--- src/rtl/pcie_cpl_tlp_mux.sv ---
// rtl/pcie_cpl_tlp_mux.sv - round-robin packet-locked N-to-1 completion TLP mux with registered skid output
// Optional PCIE_CPL_MUX_STATS_EN adds per-port accepted-eop counters on stat_pkt_count.
module pcie_cpl_tlp_mux #(
    parameter int PORTS      = 4,
    parameter int DATA_WIDTH = 256,
    parameter int STRB_WIDTH = DATA_WIDTH / 32,
    parameter int HDR_WIDTH  = 128,
    parameter int CNT_WIDTH  = 32
) (
    input  logic                        clk,
    input  logic                        rst,
    input  logic [PORTS*DATA_WIDTH-1:0] in_tlp_data,
    input  logic [PORTS*STRB_WIDTH-1:0] in_tlp_strb,
    input  logic [PORTS*HDR_WIDTH-1:0]  in_tlp_hdr,
    input  logic [PORTS-1:0]            in_tlp_valid,
    input  logic [PORTS-1:0]            in_tlp_sop,
    input  logic [PORTS-1:0]            in_tlp_eop,
    output logic [PORTS-1:0]            in_tlp_ready,
    output logic [DATA_WIDTH-1:0]       tx_cpl_tlp_data,
    output logic [STRB_WIDTH-1:0]       tx_cpl_tlp_strb,
    output logic [HDR_WIDTH-1:0]        tx_cpl_tlp_hdr,
    output logic                        tx_cpl_tlp_valid,
    output logic                        tx_cpl_tlp_sop,
    output logic                        tx_cpl_tlp_eop,
    input  logic                        tx_cpl_tlp_ready,
    output logic                        drop_pulse
`ifdef PCIE_CPL_MUX_STATS_EN
    ,
    output logic [PORTS*CNT_WIDTH-1:0]  stat_pkt_count
`endif
);

    localparam int          PW    = $clog2(PORTS);
    localparam logic [PW:0] NPORT = (PW + 1)'(PORTS);

    typedef enum logic {IDLE, BUSY} state_t;

    state_t          state, state_nxt;
    logic [PW-1:0]   rr_ptr, rr_ptr_nxt, gnt, gnt_nxt, sel, idx;
    logic [PW:0]     sum;
    logic            found, orphan_found, sel_en, in_fire;

    logic [DATA_WIDTH-1:0] data_arr [PORTS];
    logic [STRB_WIDTH-1:0] strb_arr [PORTS];
    logic [HDR_WIDTH-1:0]  hdr_arr  [PORTS];

    logic                  skid_valid, skid_sop, skid_eop;
    logic [DATA_WIDTH-1:0] skid_data;
    logic [STRB_WIDTH-1:0] skid_strb;
    logic [HDR_WIDTH-1:0]  skid_hdr;

    for (genvar p = 0; p < PORTS; p++) begin : g_unpack
        assign data_arr[p] = in_tlp_data[p*DATA_WIDTH +: DATA_WIDTH];
        assign strb_arr[p] = in_tlp_strb[p*STRB_WIDTH +: STRB_WIDTH];
        assign hdr_arr[p]  = in_tlp_hdr[p*HDR_WIDTH +: HDR_WIDTH];
    end

    always_ff @(posedge clk or posedge rst) begin
        if (rst) begin
            state  <= IDLE;
            rr_ptr <= '0;
            gnt    <= '0;
        end else begin
            state  <= state_nxt;
            rr_ptr <= rr_ptr_nxt;
            gnt    <= gnt_nxt;
        end
    end

    // Ready depends only on state, request lines and the skid flop, never on tx_cpl_tlp_ready.
    always_comb begin
        state_nxt    = state;
        rr_ptr_nxt   = rr_ptr;
        gnt_nxt      = gnt;
        sel          = gnt;
        sel_en       = 1'b0;
        found        = 1'b0;
        orphan_found = 1'b0;
        in_tlp_ready = '0;
        drop_pulse   = 1'b0;
        sum          = '0;
        idx          = '0;
        if (!rst) begin
            if (state == IDLE) begin
                for (int i = 0; i < PORTS; i++) begin
                    sum = {1'b0, rr_ptr} + (PW + 1)'(i);
                    if (sum >= NPORT) sum = sum - NPORT;
                    idx = sum[PW-1:0];
                    if (!found && in_tlp_valid[idx] && in_tlp_sop[idx]) begin
                        found = 1'b1;
                        sel   = idx;
                    end
                end
                if (found && !skid_valid) begin
                    sel_en            = 1'b1;
                    in_tlp_ready[sel] = 1'b1;
                    gnt_nxt           = sel;
                    rr_ptr_nxt        = ({1'b0, sel} == NPORT - 1'b1) ? '0 : sel + 1'b1;
                    if (!in_tlp_eop[sel]) state_nxt = BUSY;
                end
                // Orphans never carry sop, so they cannot collide with the granted port.
                for (int i = 0; i < PORTS; i++) begin
                    if (!orphan_found && in_tlp_valid[i] && !in_tlp_sop[i]) begin
                        orphan_found    = 1'b1;
                        in_tlp_ready[i] = 1'b1;
                        drop_pulse      = 1'b1;
                    end
                end
            end else if (!skid_valid) begin
                sel_en            = 1'b1;
                in_tlp_ready[gnt] = 1'b1;
                if (in_tlp_valid[gnt] && in_tlp_eop[gnt]) state_nxt = IDLE;
            end
        end
    end

    assign in_fire = sel_en && in_tlp_valid[sel];

    always_ff @(posedge clk or posedge rst) begin
        if (rst) begin
            tx_cpl_tlp_valid <= 1'b0;
            tx_cpl_tlp_data  <= '0;
            tx_cpl_tlp_strb  <= '0;
            tx_cpl_tlp_hdr   <= '0;
            tx_cpl_tlp_sop   <= 1'b0;
            tx_cpl_tlp_eop   <= 1'b0;
            skid_valid       <= 1'b0;
            skid_data        <= '0;
            skid_strb        <= '0;
            skid_hdr         <= '0;
            skid_sop         <= 1'b0;
            skid_eop         <= 1'b0;
        end else if (!tx_cpl_tlp_valid || tx_cpl_tlp_ready) begin
            if (skid_valid) begin
                tx_cpl_tlp_valid <= 1'b1;
                tx_cpl_tlp_data  <= skid_data;
                tx_cpl_tlp_strb  <= skid_strb;
                tx_cpl_tlp_hdr   <= skid_hdr;
                tx_cpl_tlp_sop   <= skid_sop;
                tx_cpl_tlp_eop   <= skid_eop;
                skid_valid       <= 1'b0;
            end else if (in_fire) begin
                tx_cpl_tlp_valid <= 1'b1;
                tx_cpl_tlp_data  <= data_arr[sel];
                tx_cpl_tlp_strb  <= strb_arr[sel];
                tx_cpl_tlp_hdr   <= hdr_arr[sel];
                tx_cpl_tlp_sop   <= in_tlp_sop[sel];
                tx_cpl_tlp_eop   <= in_tlp_eop[sel];
            end else begin
                tx_cpl_tlp_valid <= 1'b0;
            end
        end else if (in_fire) begin
            skid_valid <= 1'b1;
            skid_data  <= data_arr[sel];
            skid_strb  <= strb_arr[sel];
            skid_hdr   <= hdr_arr[sel];
            skid_sop   <= in_tlp_sop[sel];
            skid_eop   <= in_tlp_eop[sel];
        end
    end

`ifdef PCIE_CPL_MUX_STATS_EN
    logic [CNT_WIDTH-1:0] pkt_cnt [PORTS];

    always_ff @(posedge clk or posedge rst) begin
        if (rst) begin
            for (int p = 0; p < PORTS; p++) pkt_cnt[p] <= '0;
        end else if (in_fire && in_tlp_eop[sel]) begin
            pkt_cnt[sel] <= pkt_cnt[sel] + 1'b1;
        end
    end

    for (genvar p = 0; p < PORTS; p++) begin : g_stat
        assign stat_pkt_count[p*CNT_WIDTH +: CNT_WIDTH] = pkt_cnt[p];
    end
`endif

endmodule

--- config.mk ---
export PLATFORM = sky130hd
export DESIGN_NAME = pcie_cpl_tlp_mux
export DESIGN_NICKNAME = d
export VERILOG_FILES = /design/src/rtl/pcie_cpl_tlp_mux.sv
export SDC_FILE = /design/constraint.sdc
export NUM_CORES = 2
export LEC_CHECK = 0
export BUFFER_PORTS_ARGS = -buffer_cell sky130_fd_sc_hd__buf_4
export CORE_AREA = 2 2 771 773
export DETAILED_ROUTE_END_ITERATION = 10
export DIE_AREA = 0 0 773 775
export HOLD_SLACK_MARGIN = 0.06
export SYNTH_ARGS = -nofsm -noshare
export SYNTH_HDL_FRONTEND = slang
export SYNTH_SLANG_ARGS = --single-unit
--- constraint.sdc ---
create_clock -name clk -period 67.7 [get_ports clk]
set_clock_uncertainty 0.2 [all_clocks]
set_input_delay 0 -clock clk [delete_from_list [all_inputs] [get_ports clk]]
set_output_delay 0 -clock clk [all_outputs]
set_load 0.02 [all_outputs]
==> impl_results.md <==
- Result of the run: finished, final reports clean
- Setup WS pre-CTS: ~61,000 ps
- Maximum number of pins on one net before global-route repair: roughly 130
- Synthesis-to-layout area growth: 115%
- Hold violation count in the final report: 0
- Seq cells post-synth: approximately 800
- Detail Route Antenna Nets: 0
- Tightest slew margin relative to the limit: 0.267
- CTS tree: done
- Buffers inserted by post-CTS timing repair: 0
- Clock buffer count from CTS: approximately 100
- TritonCTS sink count: between 700 and 800
- Latest clock arrival within the worst-skew pair: roughly 870 ps
- Element type at the critical path start: flip-flop
- Post-route insts no fill: around 15,000
- Drt pass-1 iters: 5
- Post-Route WL: a little over 500,000 um
- Syn Inst Count: around 3,100
- Sequential-to-total area share from yosys stat: 0.469
- Total number of placement rows: 283
- Worst setup path class: flip-flop to flip-flop
- Clock buffer depth: 4
- Via count: between 50,000 and 60,000
- Transition at the pin with the smallest max-transition slack: roughly 1100 ps
- Number of port buffers: approximately 2,000
- 1st-iter DRT viols: approximately 4,600
- List of most frequent post-synthesis cells: dfrtp_1, nor3_1, o22ai_1
- Core Footprint: between 500,000 and 600,000 um^2
- Global-route wire length before repair: around 630,000 um
- Final GP Congestion: just over 1
- Top post-synthesis cells by area: dfrtp_1, mux4_2, mux2_1, o22ai_1, a2bb2oi_1
- Die Height: between 700 and 800 um
- I/O pin total: 1,983
- Global-route congestion overflow total: 0
- Most frequent cell after synthesis: dfrtp_1
- Drt drc: 0
- Final period utilization: 0.134
- Total nets after synthesis: 4,715
- Net count of the finished layout: 8,637
- Via count of the first global-routing pass: ~53,000
- Largest area contributor in the synthesized netlist: dfrtp_1
- Required time of the worst setup path: 68,230 ps
- Slew Viols, Final: 0
- Unrepaired setup endpoints after global routing: false
- Count of warnings emitted by yosys: 0
- Arrival time reported for the critical path endpoint: about 9600 ps
- Setup-failing EPs final: 0
- Horiz. Die Dim: approximately 770 um
- Leakage power figure: about 36 nW
- Die area: ~600,000 um^2
- CTS-repair resized insts: 0
- Global-route usage over all layers: 0.165
- Max VDD drop: between 30 and 40 uV
- Cell area after synthesis: 42,400 um^2
- EDFF count, synth: 0
- Clk pin slew, worst setup/hold paths: about 70 ps
- Crit-path max FO: 55
- Syn Area/Cell: 13.6 um^2
- Final critical-path required period: 9090 ps
- Post-route worst setup slack: between 50,000 and 60,000 ps
- Antenna violations before repair: roughly 500
- CTS Root Buffer Type: clkbuf_16
- Max-cap violations: 0
- Vias per cell: ~3.5
- Asr flop ratio synth: 1.00
- Area share of the largest cell type after synthesis: 0.469
- Maximum achievable frequency: ~110 MHz
- Most used flip-flop cell after synthesis: dfrtp_1
- Number of hold buffers added after cts: 2,111
- Type of the tightest min-delay check: primary input to flip-flop
- Filler Cells Inserted: between 60,000 and 70,000
- Level count of the clock H-tree: 3
- Utilization after layout: 0.154
- Power per unit of standard cell area: ~45 nW/um^2
- Starting density of the core: 0.0717
- Category of the worst setup path capture point: flip-flop
- DP HPWL: between 400,000 and 500,000 um
- Accumulated negative setup slack: 0 ps
- Fraction of layout instances using a drive strength above 1: 0.374
- Drt wl/cell: approximately 34 um
- Placed cell count: around 13,000
- Distinct cell type count of the synthesized netlist: 57
cell families (layout without fill, tap and decap cells):
logic type | after synthesis | in the layout | synth area share
compound gates | 703 | 703 | 0.119
xor+xnor | 1 | 1 | 0.000206
fa+ha+maj | 5 | 5 | 0.00141
buf+inv | 354 | 4348 | 0.0387
flops | 795 | 795 | 0.469
mux | 797 | 797 | 0.316
other cells | 0 | 255 | 0
simple gates | 473 | 473 | 0.0556
placed cells by master (no fill, tap or decap), types with 5 or more instances in the layout:
master,count
nand3_1,10
inv_1,6
mux4_2,394
clkinvlp_4,9
o22ai_1,395
clkbuf_8,18
mux2i_1,6
buf_12,5
mux2_2,43
diode_2,255
bufinv_16,8
clkinv_2,12
nor2_1,16
a21oi_1,16
mux2_1,352
clkbuf_16,103
a2bb2oi_1,258
buf_4,2048
dfrtp_1,794
clkbuf_1,18
o21ai_0,8
nand2_1,17
clkinv_4,5
dlygate4sd3_1,2111
nor3_1,409
area by class of cell:
| cell class | instances | area [um^2] | area share |
|---|---|---|---|
| clock buffers | 139 | 2890 | 0.0317 |
| clock inverters | 37 | 460 | 0.00504 |
| well taps | 7837 | 9810 | 0.107 |
| multi-input cells | 1979 | 21000 | 0.230 |
| diodes | 255 | 638 | 0.00699 |
| inverters | 8 | 45.0 | 0.000493 |
| flip-flops and latches | 795 | 19900 | 0.218 |
| repair buffers | 4164 | 36600 | 0.401 |
state kept, by name, summed over array words and instances, names as in the netlist:
signal / count
skid_sop: 1
state: 1
skid_valid: 1
skid_hdr: 128
tx_cpl_tlp_sop: 1
tx_cpl_tlp_data: 256
tx_cpl_tlp_eop: 1
skid_eop: 1
rr_ptr: 2
tx_cpl_tlp_hdr: 128
gnt: 2
skid_strb: 8
skid_data: 256
tx_cpl_tlp_valid: 1
tx_cpl_tlp_strb: 8
through the flow:
step,instance area (um^2),power [mW],hold slack [ps]
2_1_floorplan,42400,1.94,-120
3_3_place_gp,66200,2.91,6.35
3_5_place_dp,66200,2.93,11.4
4_1_cts,90700,4.11,60.1
5_1_grt,91000,4.33,108
6_report,91300,4.11,117
final timing paths:
kind,from,end,slack (ps),cells past startpoint
max,rr_ptr[0],skid_data[45],58610,16
min,in_tlp_data[99],skid_data[99],120,4
max reg2reg,rr_ptr[0],skid_data[45],58610,16
min reg2reg,skid_hdr[127],skid_hdr[127],290,1
max in group asynchronous,rst,tx_cpl_tlp_data[64],62780,8
min in group asynchronous,rst,gnt[1],580,4
report_power, final:
part	switching, mW	total [mW]	internal (mW)
Sequential	0.168	0.895	0.727
Combinational	1.35	2.64	1.29
Clock	0.246	0.575	0.329
Total	1.77	4.11	2.34
per-layer routing:
layer / GRT usage / vias up / wire length (um)
met3: 0.110 / 1252 / 76900
met5: 0.00316 / - / 1390
met1: 0.184 / 26681 / 193000
met4: 0.109 / 206 / 39000
li1: - / 20882 / -
met2: 0.226 / 3571 / 203000
worst max-delay path, cell delays in order (launching register included):
cell,delay (ps)
dfrtp_1,860
a21boi_1,290
mux2i_1,100
o22ai_1,500
nand3_1,220
o311ai_4,160
buf_4,640
buf_4,620
buf_4,440
buf_4,620
buf_4,660
buf_4,780
mux4_2,420
dlygate4sd3_1,580
dlygate4sd3_1,590
mux2_1,320
dlygate4sd3_1,570
(Power assumes the default switching activity.)
